File: src/rtl/render_pkg.sv
// Shared state encoding and request indices for the paddle render handshake.
package render_pkg;

  localparam int unsigned STATE_W = 3;

  localparam logic [STATE_W-1:0] ST_IDLE = 3'd0;
  localparam logic [STATE_W-1:0] ST_CLR1 = 3'd1;
  localparam logic [STATE_W-1:0] ST_DRW1 = 3'd2;
  localparam logic [STATE_W-1:0] ST_CLR2 = 3'd3;
  localparam logic [STATE_W-1:0] ST_DRW2 = 3'd4;
  localparam logic [STATE_W-1:0] ST_FIN  = 3'd5;

  localparam int unsigned REQ_NUM    = 4;
  localparam int unsigned REQ_CLEAR1 = 0;
  localparam int unsigned REQ_DRAW1  = 1;
  localparam int unsigned REQ_CLEAR2 = 2;
  localparam int unsigned REQ_DRAW2  = 3;

  typedef enum logic [STATE_W-1:0] {
    S_IDLE = ST_IDLE,
    S_CLR1 = ST_CLR1,
    S_DRW1 = ST_DRW1,
    S_CLR2 = ST_CLR2,
    S_DRW2 = ST_DRW2,
    S_FIN  = ST_FIN
  } state_e;

  // One request line per handshake state; IDLE and FIN request nothing.
  function automatic logic [REQ_NUM-1:0] req_of(input state_e s);
    logic [REQ_NUM-1:0] r;
    r = '0;
    case (s)
      S_CLR1:  r[REQ_CLEAR1] = 1'b1;
      S_DRW1:  r[REQ_DRAW1]  = 1'b1;
      S_CLR2:  r[REQ_CLEAR2] = 1'b1;
      S_DRW2:  r[REQ_DRAW2]  = 1'b1;
      default: r = '0;
    endcase
    return r;
  endfunction

endpackage

File: src/rtl/render_watchdog.sv
// Per-state request watchdog: counts cycles in a request state and forces an
// advance at TIMEOUT-1, latching a sticky error flag.
module render_watchdog #(
  parameter int unsigned TIMEOUT = 4096
) (
  input  logic clk,
  input  logic resetn,
  input  logic active,
  input  logic restart,
  output logic expire_c,
  output logic timeout_err
);

  localparam int unsigned CNT_W = (TIMEOUT > 2) ? $clog2(TIMEOUT) : 1;

  logic [CNT_W-1:0] cnt;

  assign expire_c = active && (cnt == CNT_W'(TIMEOUT - 1));

  always_ff @(posedge clk or negedge resetn) begin
    if (!resetn) begin
      cnt         <= '0;
      timeout_err <= 1'b0;
    end else begin
      if (restart || !active) cnt <= '0;
      else                    cnt <= cnt + CNT_W'(1);
      if (expire_c) timeout_err <= 1'b1;
    end
  end

endmodule

File: src/rtl/render_scheduler.sv
// Frame-level initiator for the paddle clear/draw handshake.
// Optional request watchdog is built when RENDER_TIMEOUT_EN is defined.
module render_scheduler
  import render_pkg::*;
#(
  parameter int unsigned TIMEOUT = 4096,
  parameter int unsigned OVR_W   = 8
) (
  input  logic             clk,
  input  logic             resetn,
  input  logic             enable,
  input  logic             frameTick,
  input  logic             moved1,
  input  logic             moved2,
  input  logic             done_clear1,
  input  logic             done_draw1,
  input  logic             done_clear2,
  input  logic             done_draw2,
  output logic             pulse_clear1,
  output logic             pulse_draw1,
  output logic             pulse_clear2,
  output logic             pulse_draw2,
  output logic             busy,
  output logic             frame_done,
  output logic [OVR_W-1:0] overrun_cnt,
  output logic             timeout_err
);

  state_e             state, state_next;
  logic               pending, first, m2;
  logic               start_c, expire_c;
  logic [REQ_NUM-1:0] req_next_c;

  always_ff @(posedge clk or negedge resetn) begin
    if (!resetn) state <= S_IDLE;
    else         state <= state_next;
  end

  always_comb begin
    state_next = state;
    start_c    = 1'b0;
    case (state)
      S_IDLE: begin
        if (enable && (frameTick || pending)) begin
          start_c = 1'b1;
          if (moved1 || first)      state_next = S_CLR1;
          else if (moved2 || first) state_next = S_CLR2;
          else                      state_next = S_FIN;
        end
      end
      S_CLR1:  if (done_clear1 || expire_c) state_next = S_DRW1;
      S_DRW1:  if (done_draw1 || expire_c)  state_next = m2 ? S_CLR2 : S_FIN;
      S_CLR2:  if (done_clear2 || expire_c) state_next = S_DRW2;
      S_DRW2:  if (done_draw2 || expire_c)  state_next = S_FIN;
      S_FIN:   state_next = S_IDLE;
      default: state_next = S_IDLE;
    endcase
    req_next_c = req_of(state_next);
  end

  // Frame bookkeeping and registered outputs; requests/busy follow state_next
  // so they line up with the state register, frame_done trails FIN by a cycle.
  always_ff @(posedge clk or negedge resetn) begin
    if (!resetn) begin
      pending      <= 1'b0;
      first        <= 1'b1;
      m2           <= 1'b0;
      pulse_clear1 <= 1'b0;
      pulse_draw1  <= 1'b0;
      pulse_clear2 <= 1'b0;
      pulse_draw2  <= 1'b0;
      busy         <= 1'b0;
      frame_done   <= 1'b0;
      overrun_cnt  <= '0;
    end else begin
      if (start_c) begin
        pending <= 1'b0;
        first   <= 1'b0;
        m2      <= moved2 | first;
      end else if (frameTick) begin
        pending <= 1'b1;
      end
      if (frameTick && (state != S_IDLE) && (overrun_cnt != '1))
        overrun_cnt <= overrun_cnt + OVR_W'(1);
      pulse_clear1 <= req_next_c[REQ_CLEAR1];
      pulse_draw1  <= req_next_c[REQ_DRAW1];
      pulse_clear2 <= req_next_c[REQ_CLEAR2];
      pulse_draw2  <= req_next_c[REQ_DRAW2];
      busy         <= (state_next != S_IDLE);
      frame_done   <= (state == S_FIN);
    end
  end

`ifdef RENDER_TIMEOUT_EN
  logic wd_active_c, wd_restart_c;

  assign wd_active_c  = state inside {S_CLR1, S_DRW1, S_CLR2, S_DRW2};
  assign wd_restart_c = (state_next != state);

  render_watchdog #(
    .TIMEOUT (TIMEOUT)
  ) u_watchdog (
    .clk         (clk),
    .resetn      (resetn),
    .active      (wd_active_c),
    .restart     (wd_restart_c),
    .expire_c    (expire_c),
    .timeout_err (timeout_err)
  );
`else
  assign expire_c    = 1'b0;
  assign timeout_err = 1'b0;

  // TIMEOUT only sizes the watchdog; without it requests wait indefinitely.
  if (TIMEOUT == 0) begin : g_timeout_unused
  end
`endif

endmodule

File: config.mk
export PLATFORM = sky130hd
export DESIGN_NAME = render_scheduler
export DESIGN_NICKNAME = d
export VERILOG_FILES = /design/src/rtl/render_pkg.sv /design/src/rtl/render_watchdog.sv /design/src/rtl/render_scheduler.sv
export SDC_FILE = /design/constraint.sdc
export NUM_CORES = 1
export LEC_CHECK = 0
export BUFFER_PORTS_ARGS = -buffer_cell sky130_fd_sc_hd__buf_2
export CELL_PAD_IN_SITES_DETAIL_PLACEMENT = 1
export CELL_PAD_IN_SITES_GLOBAL_PLACEMENT = 1
export CORE_UTILIZATION = 41
export CTS_BUF_LIST = sky130_fd_sc_hd__clkbuf_4
export DETAILED_ROUTE_END_ITERATION = 16
export GPL_ROUTABILITY_DRIVEN = 0
export PLACE_DENSITY = 0.81
export SYNTH_ARGS = -nofsm -noshare
export SYNTH_HDL_FRONTEND = slang
export SYNTH_SLANG_ARGS = --single-unit
File: constraint.sdc
create_clock -name clk -period 2.16 [get_ports clk]
set_clock_uncertainty 0.15 [all_clocks]
set_input_delay 0.108 -clock clk [delete_from_list [all_inputs] [get_ports clk]]
set_output_delay 0.108 -clock clk [all_outputs]
set_load 0.005 [all_outputs]
==> key figures, run 1 <==
Status
  • Status: finished, final reports clean

STA
  • Hold_ws: between 100 and 150 ps
  • Finish-stage setup viols: 0
  • F_max: slightly above 0.5 GHz
  • RSZ-0062 raised after global routing: false
  • Slew headroom: 0.548
  • Worst-Margin Slew: around 670 ps
  • Period utilization: 0.903
  • Tmin final: a little under 2000 ps
  • Setup_tns: 0 ps
  • Max Slew Vio Count: 0
  • Final Hold Violating Endpoints: 0

Logic synthesis
  • Mapped Avg Cell Area: ~11 um^2
  • Netlist cell types: 35
  • Cells after Synth: 80
  • Post-synthesis net count: between 90 and 100
  • Largest cells by area after synthesis: dfrtp_1 52%, xnor2_1 3.8%, nor2_1 3.7%
  • Post-synthesis cell area: 920 um^2
  • Ys Warns: 0
  • Synth area leader: dfrtp_1
  • Register area share after synthesis: 0.546
  • #FFs+latches synth: 20
  • Top cell type's share of synthesized area: 0.517

Cells and area
  • N_diodes: 0
  • Nets: 121
  • Design Area, Final: ~1100 um^2
  • Biggest register: overrun_cnt
  • Filler instances: 247
  • Number of flip-flops in the largest register: 8
  • Share of cells above drive strength 1: 0.339
  • Biggest registers after layout: overrun_cnt (8), state (3)
  • Layout area overhead: 21.5%
  • Final Util: 0.547
  • Layout Cells excl Fill: between 100 and 150

Floorplan
  • Die width: 49.4 um
  • Io pins: 25
  • DIE HEIGHT: roughly 49 um
  • Die ar.: approximately 2400 um^2
  • Initial cell density of the core: 0.450
  • Rows: 16
  • Core area: approximately 2000 um^2

Job
  • Number of max-cap violations: 0

Power
  • Power Density: about 1300 nW/um^2
  • LEAKAGE: between 0.5 and 0.6 nW
  • Part of the power in registers: 0.463
  • Internal power: between 800 and 900 uW
  • Peak supply drop: between 0.6 and 0.7 mV
  • Sw frac: 0.368
  • Net Switching: roughly 520 uW
  • Combinational power share: 0.396
  • Power share of the clock group: 0.141

GRT
  • Pin count of the biggest net entering global routing: 21
  • Grt total ovfl: 0
  • Initial antenna violation count: 0
  • Tot GR Track Use: 0.182
  • First-pass GRT wire length: around 3200 um
  • Vias in the first global route: 745

Drt
  • Iter 0 DRT Violations: 1
  • Final WL: between 1500 and 2000 um
  • Vias/cell: ~5.1
  • Drt wl/cell: ~14 um
  • Pre-antenna DRT Iters: 4
  • Via count: roughly 700
  • # DRC: 0
  • Routed Antenna Nets: 0

Clocking
  • Clock transition at the registers of the reported paths: about 110 ps
  • Num CTS Buffers: 3
  • H-tree Lvls: 1
  • Total setup buffers inserted after CTS: 0
  • Sink Count: 20
  • Later-pin clock latency in the skew report: approximately 300 ps
  • Clock Tree Root: clkbuf_4
  • TritonCTS clock tree: yes
  • Bufs on Longest Clock Path: 2

Critical path
  • Crit Path Max Fanout: 10
  • Worst path required time: approximately 2200 ps
  • Crit path capture type: flop
  • Crit Path Category: reg2reg
  • Critical path launch point type: flop
  • WP data arrival: between 2000 and 2500 ps

Placed design
  • Area after DPL: 1060 um^2
  • Post-DP HPWL: approximately 1500 um
  • Port Buffers: 23
  • Placed instance count: approximately 130

Min path
  • Hold WC Path Type: in2reg
## cell type report
type	count	area (um^2)	share of cell area
Sequential cell	20	502	0.449
Multi-Input combinational cell	55	388	0.347
Timing Repair Buffer	27	153	0.137
Tap cell	27	33.8	0.0302
Clock buffer	4	30.0	0.0269
Inverter	3	11.3	0.0101
## logic make-up after synthesis
group                    after synthesis  synth area share
AO/OA/AOI/OAI                         10            0.0925
XOR/XNOR                               7            0.0667
adder cells (fa/ha/maj)                1            0.0136
buffers and inverters                  5            0.0327
flip-flops                            20             0.546
multiplexers                           1            0.0122
other                                  1           0.00408
AND/OR/NAND/NOR                       35             0.233
## power by group through the flow
stage          logic, mW  registers, mW  clock network, mW
2_1_floorplan      0.390          0.631                  0
3_3_place_gp       0.531          0.645                  0
3_5_place_dp       0.558          0.663                  0
4_1_cts            0.564          0.654              0.206
5_1_grt            0.623          0.678              0.224
6_report           0.557          0.652              0.198
## repair_timing
item / 4_1_cts / 5_1_grt
endpoints found under the hold margin: 23 / 0
hold buffers: 3 / 0
gates resized for setup: 0 / 0
## final timing paths
kind	start	to	slack [ps]	cells past startpoint
max	state[0]$_DFF_PN0_	pulse_clear1$_DFF_PN0_	210	4
max in group asynchronous	resetn	first$_DFFE_PN1P_	1400	2
min reg2reg	overrun_cnt[7]$_DFFE_PN0P_	overrun_cnt[7]$_DFFE_PN0P_	350	1
min in group asynchronous	resetn	overrun_cnt[4]$_DFFE_PN0P_	120	2
max reg2reg	state[0]$_DFF_PN0_	pulse_clear1$_DFF_PN0_	210	4
min	done_draw2	state[0]$_DFF_PN0_	100	4
## layer usage
metal,GRT usage,share of wire,vias up
li1,-,-,332
met1,0.193,0.40,340
met2,0.342,0.54,23
met3,0.0280,0.037,3
met4,0.0882,0.015,0
met5,0,0,-
## placed cells by master (no fill, tap or decap), drive strengths merged, types with 2 or more instances in the layout
master       synthesis  layout
nand3                3       3
nor3                 3       3
or3b                 2       2
dlygate4sd3          0       3
nand2b               2       2
dfrtp               19      19
xor2                 3       3
nand2                4       4
and3                 3       3
and3b                2       2
buf                  2      24
a21oi                4       4
nor2                 9       9
clkbuf               0       4
xnor2                4       4
inv                  3       3
## Yosys cell counts, drive strengths merged
cell type	n
dfrtp	19
nor2	9
a21oi	4
nand2	4
xnor2	4
and3	3
inv	3
nand3	3
nor3	3
xor2	3
and3b	2
buf	2
nand2b	2
or3b	2
a211oi	1
a221o	1
a311oi	1
a31o	1
and4	1
conb	1
dfstp	1
ha	1
mux2	1
nand3b	1
nor2b	1
nor3b	1
nor4b	1
o21ai	1
o31ai	1
or2b	1
or3	1
## critical path, cell delays in order (launching register included)
cell,delay (ps)
dfrtp_1,490
or3b_4,440
and3b_4,200
a311oi_4,350
nor3b_2,240
## stage by stage
step	power, mW	setup WS, ps
6_report	1.41	209
5_1_grt	1.52	117
4_1_cts	1.42	204
3_5_place_dp	1.22	231
3_3_place_gp	1.18	337
2_1_floorplan	1.02	361
Power figures use the tool's default switching activity.
==> run 2, diff against run 1 <==
--- a/config.mk
+++ b/config.mk
@@ -13,6 +13,7 @@
 export DETAILED_ROUTE_END_ITERATION = 16
 export GPL_ROUTABILITY_DRIVEN = 0
 export PLACE_DENSITY = 0.81
+export REMOVE_ABC_BUFFERS = 1
 export SYNTH_ARGS = -nofsm -noshare
 export SYNTH_HDL_FRONTEND = slang
 export SYNTH_SLANG_ARGS = --single-unit
==> run 2 against run 1 <==
  * Final area fell by 0.34%
  * Sequential power hardly changed
  * Non-clock buffer count stayed put
  * Core utilization shrank 0.18 points
  * First-iteration DRC count increased to 5.0 times the previous value
  * Fmax decreased by 0.39%
  * Clock power down 9%
  * Clock-buffer cell count down 1
  * Via count grew 0.86%
  * Power down 0.96%
  * Critical path depth unchanged
  * Largest cell class unchanged
==> key figures, run 2 (same netlist as run 1, synthesis figures left out) <==
Clocking
  • H-tree Lvls: 1 (unchanged)
  • Clock transition at the registers of the reported paths: 120 ps (was 110 ps)
  • Later-pin clock latency in the skew report: 300 ps (about the same)
  • TritonCTS clock tree: yes (unchanged)
  • Clock Tree Root: clkbuf_4 (unchanged)
  • Post-CTS sizing: 0 (unchanged)
  • Sink Count: 20 (unchanged)
  • Num CTS Buffers: 3 (unchanged)
  • Bufs on Longest Clock Path: 2 (unchanged)

GRT
  • Routing usage on met3: 0.0312 (was 0.0280)
  • Initial antenna violation count: 0 (unchanged)
  • Vias in the first global route: 762 (was 745)
  • Layer with the highest usage: met2 (unchanged)
  • First-pass GRT wire length: 3570 um (was 3250 um)
  • Met2 Resource Use GR: 0.336 (was 0.342)
  • Grt total ovfl: 0 (unchanged)
  • Pin count of the biggest net entering global routing: 21 (unchanged)
  • Global routing usage on met1: 0.227 (was 0.193)
  • Tot GR Track Use: 0.195 (was 0.182)

Cells and area
  • Layout area overhead: 21.1% (was 21.5%)
  • Most frequent cells in the layout: 23 x buf_2, 19 x dfrtp_1, 9 x nor2_1 (unchanged)
  • Biggest registers after layout: overrun_cnt (8), state (3) (unchanged)
  • Number of flip-flops in the largest register: 8 (unchanged)
  • N_diodes: 0 (unchanged)
  • Nets: 121 (unchanged)
  • Share of cells above drive strength 1: 0.330 (was 0.339)
  • Biggest register: overrun_cnt (unchanged)
  • Commonest non-fill, non-tap cell in the layout: buf_2 (unchanged)

Critical path
  • CP cell instances: or3b_4, and3b_4, a311oi_4, nor3b_2 (unchanged)
  • Crit Path Max Fanout: 10 (unchanged)
  • CP max-delay cell: dfrtp_1 (unchanged)
  • Worst path required time: 2230 ps (about the same)
  • Critical path launch point type: flop (unchanged)
  • R2r startpoint: state[0]$_DFF_PN0_ (unchanged)
  • WP data arrival: 2030 ps (was 2020 ps)
  • CP delay by family, top: simple AND/OR/NAND/NOR gates (unchanged)
  • Reg2reg end: pulse_clear1$_DFF_PN0_ (unchanged)
  • Crit path capture type: flop (unchanged)
  • R2R depth: 4 (unchanged)
  • Crit Path Category: reg2reg (unchanged)
  • CP max stage delay: 490 ps (about the same)
  • WP buf/inv: 0 (unchanged)
  • Reg2Reg Setup Slack: 200 ps (was 210 ps)

Floorplan
  • DIE HEIGHT: 49.4 um (unchanged)
  • Core area: 2040 um^2 (unchanged)
  • Rows: 16 (unchanged)
  • Die ar.: 2440 um^2 (unchanged)
  • Die width: 49.4 um (unchanged)
  • Io pins: 25 (unchanged)
  • Initial cell density of the core: 0.450 (unchanged)

Power
  • Power Density: 1250 nW/um^2 (was 1260 nW/um^2)
  • Internal power: 871 uW (was 889 uW)
  • Combinational power share: 0.401 (was 0.396)
  • Power share of the clock group: 0.129 (was 0.141)
  • Part of the power in registers: 0.470 (was 0.463)
  • Net Switching: 523 uW (was 518 uW)
  • LEAKAGE: 0.548 nW (was 0.551 nW)
  • Peak supply drop: 0.599 mV (was 0.602 mV)
  • Sw frac: 0.375 (was 0.368)

STA
  • Setup_tns: 0 ps (unchanged)
  • PnR worst setup slack: 201 ps (was 209 ps)
  • RSZ-0062 raised after global routing: false (unchanged)
  • Max Slew Vio Count: 0 (unchanged)
  • Period utilization: 0.907 (was 0.903)
  • Tmin final: 1960 ps (was 1950 ps)
  • F_max: 0.511 GHz (was 0.513 GHz)
  • Slew headroom: 0.567 (was 0.548)
  • Final Hold Violating Endpoints: 0 (unchanged)
  • Finish-stage setup viols: 0 (unchanged)
  • Worst-Margin Slew: 645 ps (was 673 ps)

Min path
  • Worst Hold Endpoint: state[0]$_DFF_PN0_ (unchanged)
  • Hold WC Path Type: in2reg (unchanged)
  • Hold Startpoint: done_draw2 (unchanged)
  • Depth of the worst hold-timing path: 4 (unchanged)

Placed design
  • Post-DP HPWL: 1480 um (was 1510 um)
  • Port Buffers: 23 (unchanged)
  • Place WS: 212 ps (was 231 ps)

Drt
  • Final WL: 1940 um (was 1920 um)
  • Via count: 704 (was 698)
  • Pre-antenna DRT Iters: 2 (was 4)
  • # DRC: 0 (unchanged)
  • Routed Antenna Nets: 0 (unchanged)
  • Drt wl/cell: 14.2 um (was 14.1 um)
  • Vias/cell: 5.18 (was 5.13)
  • Iter 0 DRT Violations: 5 (was 1)

Status
  • Status: finished, final reports clean (unchanged)

Job
  • Number of max-cap violations: 0 (unchanged)
## run 2: changes by cell type in the layout (fill, tap and decap cells not counted), sizes merged
cell	change
clkbuf	-1
clkinv	+1
## run 2: worst max path at each step
stage	depth (start not counted)	end	from	slack [ps]
2_1_floorplan	4	pulse_clear1$_DFF_PN0_	state[0]$_DFF_PN0_	400
3_3_place_gp	4	pulse_clear1$_DFF_PN0_	state[0]$_DFF_PN0_	340
3_5_place_dp	4	pulse_clear1$_DFF_PN0_	state[0]$_DFF_PN0_	210
4_1_cts	4	pulse_clear1$_DFF_PN0_	state[0]$_DFF_PN0_	190
5_1_grt	6	pulse_draw2$_DFF_PN0_	frameTick	60
6_report	4	pulse_clear1$_DFF_PN0_	state[0]$_DFF_PN0_	200
## run 2: routing by layer
metal,vias up,routed length (um)
met3,6,70
met2,21,964
met4,0,56
met1,346,844
li1,331,-
met5,-,0
## run 2: power by group through the flow
stage,logic [mW],clock network (mW),registers (mW)
final,0.559,0.180,0.655
after global routing,0.624,0.199,0.683
after CTS,0.567,0.187,0.653
after detailed placement,0.562,0,0.661
after global placement,0.531,0,0.645
after floorplan,0.358,0,0.641
## run 2: what timing repair did
item / 4_1_cts / 5_1_grt
hold endpoints to repair: 23 / 0
hold buffers: 3 / 0
buffers inserted: 0 / 0
## run 2: worst register-to-register path: cells and delay by family, from the launching register on
| kind | cells | cell delay, ps |
|---|---|---|
| compound gates | 1 | 360 |
| flops | 1 | 490 |
| simple gates | 3 | 880 |
## run 2: area by class of cell
class                   count  area [um^2]
fillers                   248          928
multi-input cells          55          388
clock inverters             1         3.75
repair buffers             27          153
inverters                   3         11.3
clock buffers               3         22.5
flip-flops and latches     20          502
well taps                  27         33.8
## run 2: stage by stage
stage               hold WS [ps]  total power [mW]  instances   util  instance area, um^2
floorplan                   -338             0.999         78      -                  901
global placement           -74.3              1.18        129  0.518                 1060
detailed placement         -67.3              1.22        129  0.518                 1060
CTS                         49.5              1.41        136  0.545                 1110
global route                71.5              1.51        136  0.545                 1110
finish                      56.4              1.39        136  0.545                 1110
